===== config.mk =====
export PLATFORM = sky130hd
export DESIGN_NAME = bounded_grant_arbiter
export DESIGN_NICKNAME = d
export VERILOG_FILES = /design/src/rtl/grant_arb_pkg.sv /design/src/rtl/rr_picker.sv /design/src/rtl/bounded_grant_arbiter.sv
export SDC_FILE = /design/constraint.sdc
export NUM_CORES = 1
export LEC_CHECK = 0
export CAP_MARGIN = 30
export CORE_UTILIZATION = 43
export CTS_CLUSTER_SIZE = 30
export DETAILED_ROUTE_END_ITERATION = 8
export PLACE_DENSITY = 0.72
export SYNTH_ARGS = -nofsm -noshare
export SYNTH_HDL_FRONTEND = slang
export SYNTH_SLANG_ARGS = --single-unit

===== constraint.sdc =====
create_clock -name clk -period 1.8 [get_ports clk]
set_clock_uncertainty 0.05 [all_clocks]
set_input_delay 0.18 -clock clk [delete_from_list [all_inputs] [get_ports clk]]
set_output_delay 0.18 -clock clk [all_outputs]
set_load 0.005 [all_outputs]

===== src/rtl/grant_arb_pkg.sv =====
// Shared types and default timing constants for the bounded-grant arbiters.
package grant_arb_pkg;

    typedef enum logic [1:0] {IDLE, HOLD, GAP} state_t;

    localparam int DEF_MIN_HOLD = 2;
    localparam int DEF_MAX_HOLD = 6;
    localparam int DEF_GAP      = 1;

endpackage


===== src/rtl/rr_picker.sv =====
// Combinational round-robin picker: first set request at or above ptr, with wrap.
module rr_picker #(
    parameter int NREQ = 4,
    parameter int IW   = $clog2(NREQ)
) (
    input  logic [NREQ-1:0] req,
    input  logic [IW-1:0]   ptr,
    output logic [IW-1:0]   sel,
    output logic            any
);

    logic [IW-1:0] idx;

    // Walk from farthest to nearest so the closest set bit to ptr wins last.
    always_comb begin
        sel = '0;
        any = 1'b0;
        idx = '0;
        for (int k = NREQ - 1; k >= 0; k--) begin
            idx = IW'((int'(ptr) + k) % NREQ);
            if (req[idx]) begin
                sel = idx;
                any = 1'b1;
            end
        end
    end

endmodule


===== src/rtl/bounded_grant_arbiter.sv =====
// Round-robin arbiter whose grants last MIN_HOLD..MAX_HOLD cycles, followed by a GAP-cycle idle.
module bounded_grant_arbiter
    import grant_arb_pkg::state_t, grant_arb_pkg::IDLE, grant_arb_pkg::HOLD,
           grant_arb_pkg::DEF_MIN_HOLD, grant_arb_pkg::DEF_MAX_HOLD, grant_arb_pkg::DEF_GAP;
#(
    parameter int NREQ     = 4,
    parameter int MIN_HOLD = DEF_MIN_HOLD,
    parameter int MAX_HOLD = DEF_MAX_HOLD,
    parameter int GAP      = DEF_GAP
) (
    input  logic                          clk,
    input  logic                          rst,
    input  logic [NREQ-1:0]               req,
    output logic [NREQ-1:0]               gnt,
    output logic                          gnt_active,
    output logic [$clog2(NREQ)-1:0]       gnt_id,
    output logic [$clog2(MAX_HOLD+1)-1:0] hold_cnt,
    output logic                          timeout
);

    localparam int IW = $clog2(NREQ);
    localparam int HW = $clog2(MAX_HOLD + 1);
    localparam int GW = (GAP > 1) ? $clog2(GAP) : 1;

    state_t          state, state_n;
    logic [IW-1:0]   ptr, ptr_n, sel, gnt_id_n;
    logic [NREQ-1:0] gnt_n;
    logic [HW-1:0]   hold_n;
    logic [GW-1:0]   gap_cnt, gap_n;
    logic            timeout_n, any, arb, rel;

    rr_picker #(.NREQ(NREQ)) u_picker (
        .req (req),
        .ptr (ptr),
        .sel (sel),
        .any (any)
    );

    always_comb begin
        state_n   = state;
        gnt_n     = gnt;
        gnt_id_n  = gnt_id;
        hold_n    = hold_cnt;
        ptr_n     = ptr;
        gap_n     = gap_cnt;
        timeout_n = 1'b0;
        arb       = 1'b0;
        rel       = (hold_cnt >= HW'(MIN_HOLD) && !req[gnt_id]) || hold_cnt == HW'(MAX_HOLD);

        case (state)
            IDLE: arb = 1'b1;
            HOLD: begin
                if (rel) begin
                    gnt_n     = '0;
                    hold_n    = '0;
                    ptr_n     = (gnt_id == IW'(NREQ - 1)) ? '0 : gnt_id + 1'b1;
                    gap_n     = GW'(GAP - 1);
                    timeout_n = (hold_cnt == HW'(MAX_HOLD)) && req[gnt_id];
                    state_n   = grant_arb_pkg::GAP;
                end else begin
                    hold_n = hold_cnt + 1'b1;
                end
            end
            grant_arb_pkg::GAP: begin
                // The edge closing the last gap cycle already arbitrates, so the low time is exactly GAP.
                if (gap_cnt == '0) begin
                    state_n = IDLE;
                    arb     = 1'b1;
                end else begin
                    gap_n = gap_cnt - 1'b1;
                end
            end
            default: state_n = IDLE;
        endcase

        if (arb && any) begin
            gnt_n      = '0;
            gnt_n[sel] = 1'b1;
            gnt_id_n   = sel;
            hold_n     = HW'(1);
            state_n    = HOLD;
        end
    end

    always_ff @(posedge clk) begin
        if (rst) begin
            state    <= IDLE;
            gnt      <= '0;
            gnt_id   <= '0;
            hold_cnt <= '0;
            timeout  <= 1'b0;
            ptr      <= '0;
            gap_cnt  <= '0;
        end else begin
            state    <= state_n;
            gnt      <= gnt_n;
            gnt_id   <= gnt_id_n;
            hold_cnt <= hold_n;
            timeout  <= timeout_n;
            ptr      <= ptr_n;
            gap_cnt  <= gap_n;
        end
    end

    assign gnt_active = |gnt;

endmodule

; ---- Word-level counts from Yosys, hierarchy flattened
; Index checks and enable logic that the tools add are counted.
[word_totals]
reg_bits = 15
input_bits = 6
out_inout_bits = 11
word_cells = 89
[op_classes]
n_addsub = 6
magnitude_cmp = 8
n_eq_ne = 9
mux = 36
bitwise = 3
n_reduce_logical = 18
[ops]
columns = op, n
row1 = $lt A2 B3 Y1 const B, 6
row2 = $mux W1, 16
row3 = $mux W2, 7
row4 = $mux W4, 3
row5 = $bmux W1 S2, 5
row6 = $ne A2 B2 Y1 const B, 3
row7 = $ne A3 B3 Y1 const B, 2
row8 = $pmux W2 S3, 1
row9 = $reduce_and A2 Y1, 3
row10 = $reduce_and A3 Y1, 2
row11 = $reduce_bool A2 Y1, 3
row12 = $add A2 B1 Y2 const B, 2
row13 = $add A2 B2 Y2 const B, 2
row14 = $eq A2 B2 Y1 const B, 2
row15 = $logic_and A1 B1 Y1, 4
row16 = $pmux W1 S2, 2
row17 = $reduce_or A4 Y1, 1
row18 = $add A3 B1 Y3 const B, 1
row19 = $eq A3 B3 Y1 const B, 1
row20 = $ge A3 B2 Y1 const B, 1
row21 = $mux W3, 1
row22 = $not A1 Y1, 3
row23 = $reduce_or A3 Y1, 1
row24 = $demux W1 S2, 1
row25 = other kinds (7), 7

; ---- Logic depth before layout (Yosys ltp)
[logic_depth]
depth_word = 12
mapped_depth = 7
depth_no_buf = 6

; ---- Cells and area by module
; A second synthesis with hierarchy kept.
[unflattened]
cells_unflattened = 89
hier_area_um2 = 807.0
[modules_own_cells]
columns = module, n_inst, cells_each, area_per_inst_um2, seq_area_each_um2
row1 = bounded_grant_arbiter, 1, 76, 729.4, 280.3
row2 = rr_picker, 1, 13, 77.6, 0.0

; ---- Worst setup path after synthesis
; Ideal clock, no wire load.
[synth_timing]
kind = register to register
start = reg hold_cnt[0]
end = reg ptr[0]
setup_ns = 0.121
arrival_time_ns = 1.617
t_required_ns = 1.629
setup_slack_ns = 0.012
stages_incl_launch_ff = 7
n_path_buf = 0
period_less_slack_ns = 1.788
path_cell_list = dfxtp_1 -> inv_1 -> ha_1 -> o21ba_2 -> a221oi_1 -> nor3_1 -> mux2_2
[synth_via]
elab_chain_cells = 4
elab_cells_between_ends = 5
cone_classes = 1 x order compare / 1 x eq/ne / 3 x reduce/logical
[synth_lines]
columns = element, line
row1 = start: declaration, bounded_grant_arbiter.sv:17  ; output logic [$clog2(MAX_HOLD+1)-1:0] hold_cnt,
row2 = start signal: assignment, bounded_grant_arbiter.sv:98  ; hold_cnt <= hold_n;
row3 = $ge A3 B2 Y1, bounded_grant_arbiter.sv:48  ; rel = (hold_cnt >= HW'(MIN_HOLD) && !req[gnt_id]) || hold_cnt == HW'(MAX_HOLD);
row4 = $logic_and A1 B1 Y1, bounded_grant_arbiter.sv:48
row5 = $logic_or A1 B1 Y1 (*), bounded_grant_arbiter.sv:48
row6 = $reduce_and A2 Y1 (no source line) (*), -
row7 = end signal: assignment, bounded_grant_arbiter.sv:100  ; ptr <= ptr_n;
row8 = end: declaration, bounded_grant_arbiter.sv:26  ; logic [IW-1:0] ptr, ptr_n, sel, gnt_id_n;
; Mark *: on every way between the ends. The rest lies on a longest branch, timed or not.
; A chain may end at the register's enable or synchronous reset.

; ---- Worst setup path in the final report
[layout_timing]
start = reg gnt_id[0]
end = reg gnt[0]
[layout_via]
elab_chain_cells = 7
[layout_lines]
columns = element, line
row1 = start: declaration, bounded_grant_arbiter.sv:16  ; output logic [$clog2(NREQ)-1:0] gnt_id,
row2 = start signal: assignment, bounded_grant_arbiter.sv:97  ; gnt_id <= gnt_id_n;
row3 = $bmux W1 S2, bounded_grant_arbiter.sv:48
row4 = $mux W1 (not written as such), bounded_grant_arbiter.sv:48
row5 = $logic_not A1 Y1, bounded_grant_arbiter.sv:48
row6 = $logic_and A1 B1 Y1, bounded_grant_arbiter.sv:48
row7 = $logic_or A1 B1 Y1, bounded_grant_arbiter.sv:48
row8 = $reduce_bool A2 Y1 (no source line), -
row9 = $reduce_and A2 Y1 (no source line), -
row10 = end signal: assignment, bounded_grant_arbiter.sv:96  ; gnt <= gnt_n;
row11 = end: declaration, bounded_grant_arbiter.sv:14  ; output logic [NREQ-1:0] gnt,
; Every way passes these cells. The select of a mux whose other input is x is not followed.

==> run metrics <==
VDD IR max 0.000569 V; EDFF count, synth 0; post-CTS setup repair buffer count 0; clk buf depth 2; Post-Syn Area per Cell 8.84 um^2; Clock Tree Root clkbuf_4; largest family of logic cells by synthesized area simple AND/OR/NAND/NOR gates; core box area 0.00171 mm^2; Synth top area share 36.0%; mux cell area share after synthesis 7.88%; Mapped Nets 97; GR Util met2 38.2%; CTS tree yes; initial DRC count 16; Critical Path Sink Type flop; final setup TNS 0 ps; FFs w/ async S/R, synth 0%; Yosys reg bits 14; Int Power 548 uW; vias in the first global route 753; CP max stage delay 470 ps; WS Path Type reg2reg; synthesized area 778 um^2; largest cells by area after synthesis dfxtp_1 (36%), mux2i_1 (6.4%), a32o_1 (5.1%), ha_1 (4.8%), nand2b_1 (4.0%); fmax 572 MHz; GPL Wtd Cong 0.810; Num CTS Buffers 3; WP data arrival 1880 ps; DR WL/cell 13.7 um; chip height 44.5 um; sequential share of power 44.2%; CTS Hold Bufs 0; GRT met3 Usage 2.45%; Gate power share 24.4%; area share of fa/ha/maj cells after synthesis 4.82%; GR peak layer met2; sequential area share after synthesis 36.0%; Yosys top cell by area dfxtp_1; # clock sinks 14; status finished clean; Final ANT Viol Nets 0; relative slew slack 79.0%; Worst-Margin Slew 312 ps; DRT Wirelength 2010 um; Final Hold Fails 0; Post-synth top flop dfxtp_1; first-pass GRT wire length 3280 um; Cells after Synth 88; count leader, synth dfxtp_1; Post-DP HPWL 1450 um; initial core utilization 45.6%; drt drc 0; All-Layer GR Usage 22.3%; complex-gate fraction of the synthesized area 22.3%; clk slew on worst S/H paths 100 ps; CP bufs+invs 0; Period minus WS final 1750 ps; most frequent cells after synthesis dfxtp_1 (14), nor2_1 (7), a21oi_1 (5), mux2i_1 (5), nand2b_1 (5); drt pass-1 iters 4; Die Area 0.00198 mm^2; crit share post-route 97.0%; chip width 44.5 um; initial antenna violation count 0; layout cells sized above 1 27.9%; warnings from Yosys 0; Crit path max-delay family simple AND/OR/NAND/NOR gates; diode count 0; maxcap violations 0; gr ovfl total 0; Cell variety after synth 32; Hold Slack 472 ps; crit path cell chain mux2i_4, a221oi_4, or3_1, a32o_1; Switching Share 28.0%; Clk pwr share 31.5%; Vias per Instance 5.57; slowest cell on the critical path or3_1; # H-tree levels 1; Net Sw Power 213 uW; Hold Crit Class reg2reg; met1 GRT Util 27.4%; leakage power 0.451 nW; Area Growth Syn to Fin 53.4%; Setup crit start kind flop; IO buf count 16; clk_lat worst skew 290 ps; IO Pins 17; Rows 15; PwrDens 637 mW/mm^2; Post-Synth Simple-Gate Area 26.4%; crit-path max FO 6; critical path required time 1930 ps; via count 819; Final setup violation count 0; Post-Place Cells 143; final std cells w/o fill 147; max-slew violation count 0; largest net degree at the start of global routing 9; XOR/XNOR share of the synthesized area 0%; nets 132
## cells in the final DEF, fill, tap and decap left out, types with 3 or more instances in the layout
cell / n
a21oi_1: 5
a32o_1: 4
buf_4: 17
clkbuf_4: 3
clkdlybuf4s50_1: 15
dfxtp_1: 12
mux2i_1: 3
nand2b_1: 5
nor2_1: 7
nor2b_1: 4
nor3_1: 3
nor3b_1: 4
## power groups by stage
| stage | Combinational (mW) | Sequential [mW] | Clock [mW] |
|---|---|---|---|
| 2_1_floorplan | 0.0721 | 0.343 | 0 |
| 3_3_place_gp | 0.162 | 0.340 | 0 |
| 3_5_place_dp | 0.165 | 0.340 | 0 |
| 4_1_cts | 0.167 | 0.333 | 0.242 |
| 5_1_grt | 0.203 | 0.337 | 0.251 |
| 6_report | 0.185 | 0.336 | 0.239 |
## path summary, 6_finish.rpt
kind	startpoint	endpoint	slack (ps)	depth (start not counted)
min	gnt_id[1]	gnt_id[1]	470	2
max	gnt_id[0]	gnt[0]	50	4
min reg2reg	gnt_id[1]	gnt_id[1]	470	2
max reg2reg	gnt_id[0]	gnt[0]	50	4
## sequential cells by signal, summed over array words and instances, names as in the netlist
register and flops:
gnt 4, hold_cnt 3, gnt_id 2, ptr 2
state 2, timeout 1
## logic make-up (layout without fill, tap and decap cells)
family / after synthesis / count (layout)
AOI/OAI and AO/OA: 24 / 24
adders and majority gates: 3 / 3
buffers and inverters: 5 / 39
DFF: 14 / 14
muxes: 6 / 6
and+or+nand+nor: 36 / 36
## cell type report
class / count / area, um^2
Clock buffer: 4 / 36.3
Inverter: 2 / 7.51
Sequential cell: 14 / 283
Tap cell: 25 / 31.3
Timing Repair Buffer: 33 / 287
Fill cell: 124 / 514
Multi-Input combinational cell: 69 / 549
## per-stage QoR
step	setup slack (ps)	area [um^2]	total power, mW	util [%]
final	53.2	1190	0.760	69.9
after global routing	-48.0	1190	0.792	69.9
after CTS	-22.3	1130	0.743	66.3
after detailed placement	-170	1080	0.506	63.5
after global placement	-128	1080	0.502	63.5
after floorplan	12.0	778	0.415	-
## tightest hold or removal path, delay by kind of cell (launching register included)
kind            cells  cell delay (ps)
flops               1              360
compound gates      1               60
simple gates        1               70
## repair_timing
action                                 4_1_cts  5_1_grt
setup endpoints to repair                    4        9
resized for setup                            3       12
endpoints found under the hold margin        0        0
pin swaps                                    0        2
## layer usage
metal | wire length [um] | share of wire [%]
met1 | 968 | 48
met2 | 959 | 48
met3 | 50 | 2.5
met4 | 33 | 1.6
met5 | 0 | 0
No activity file was read; power rests on OpenSTA's default activity.
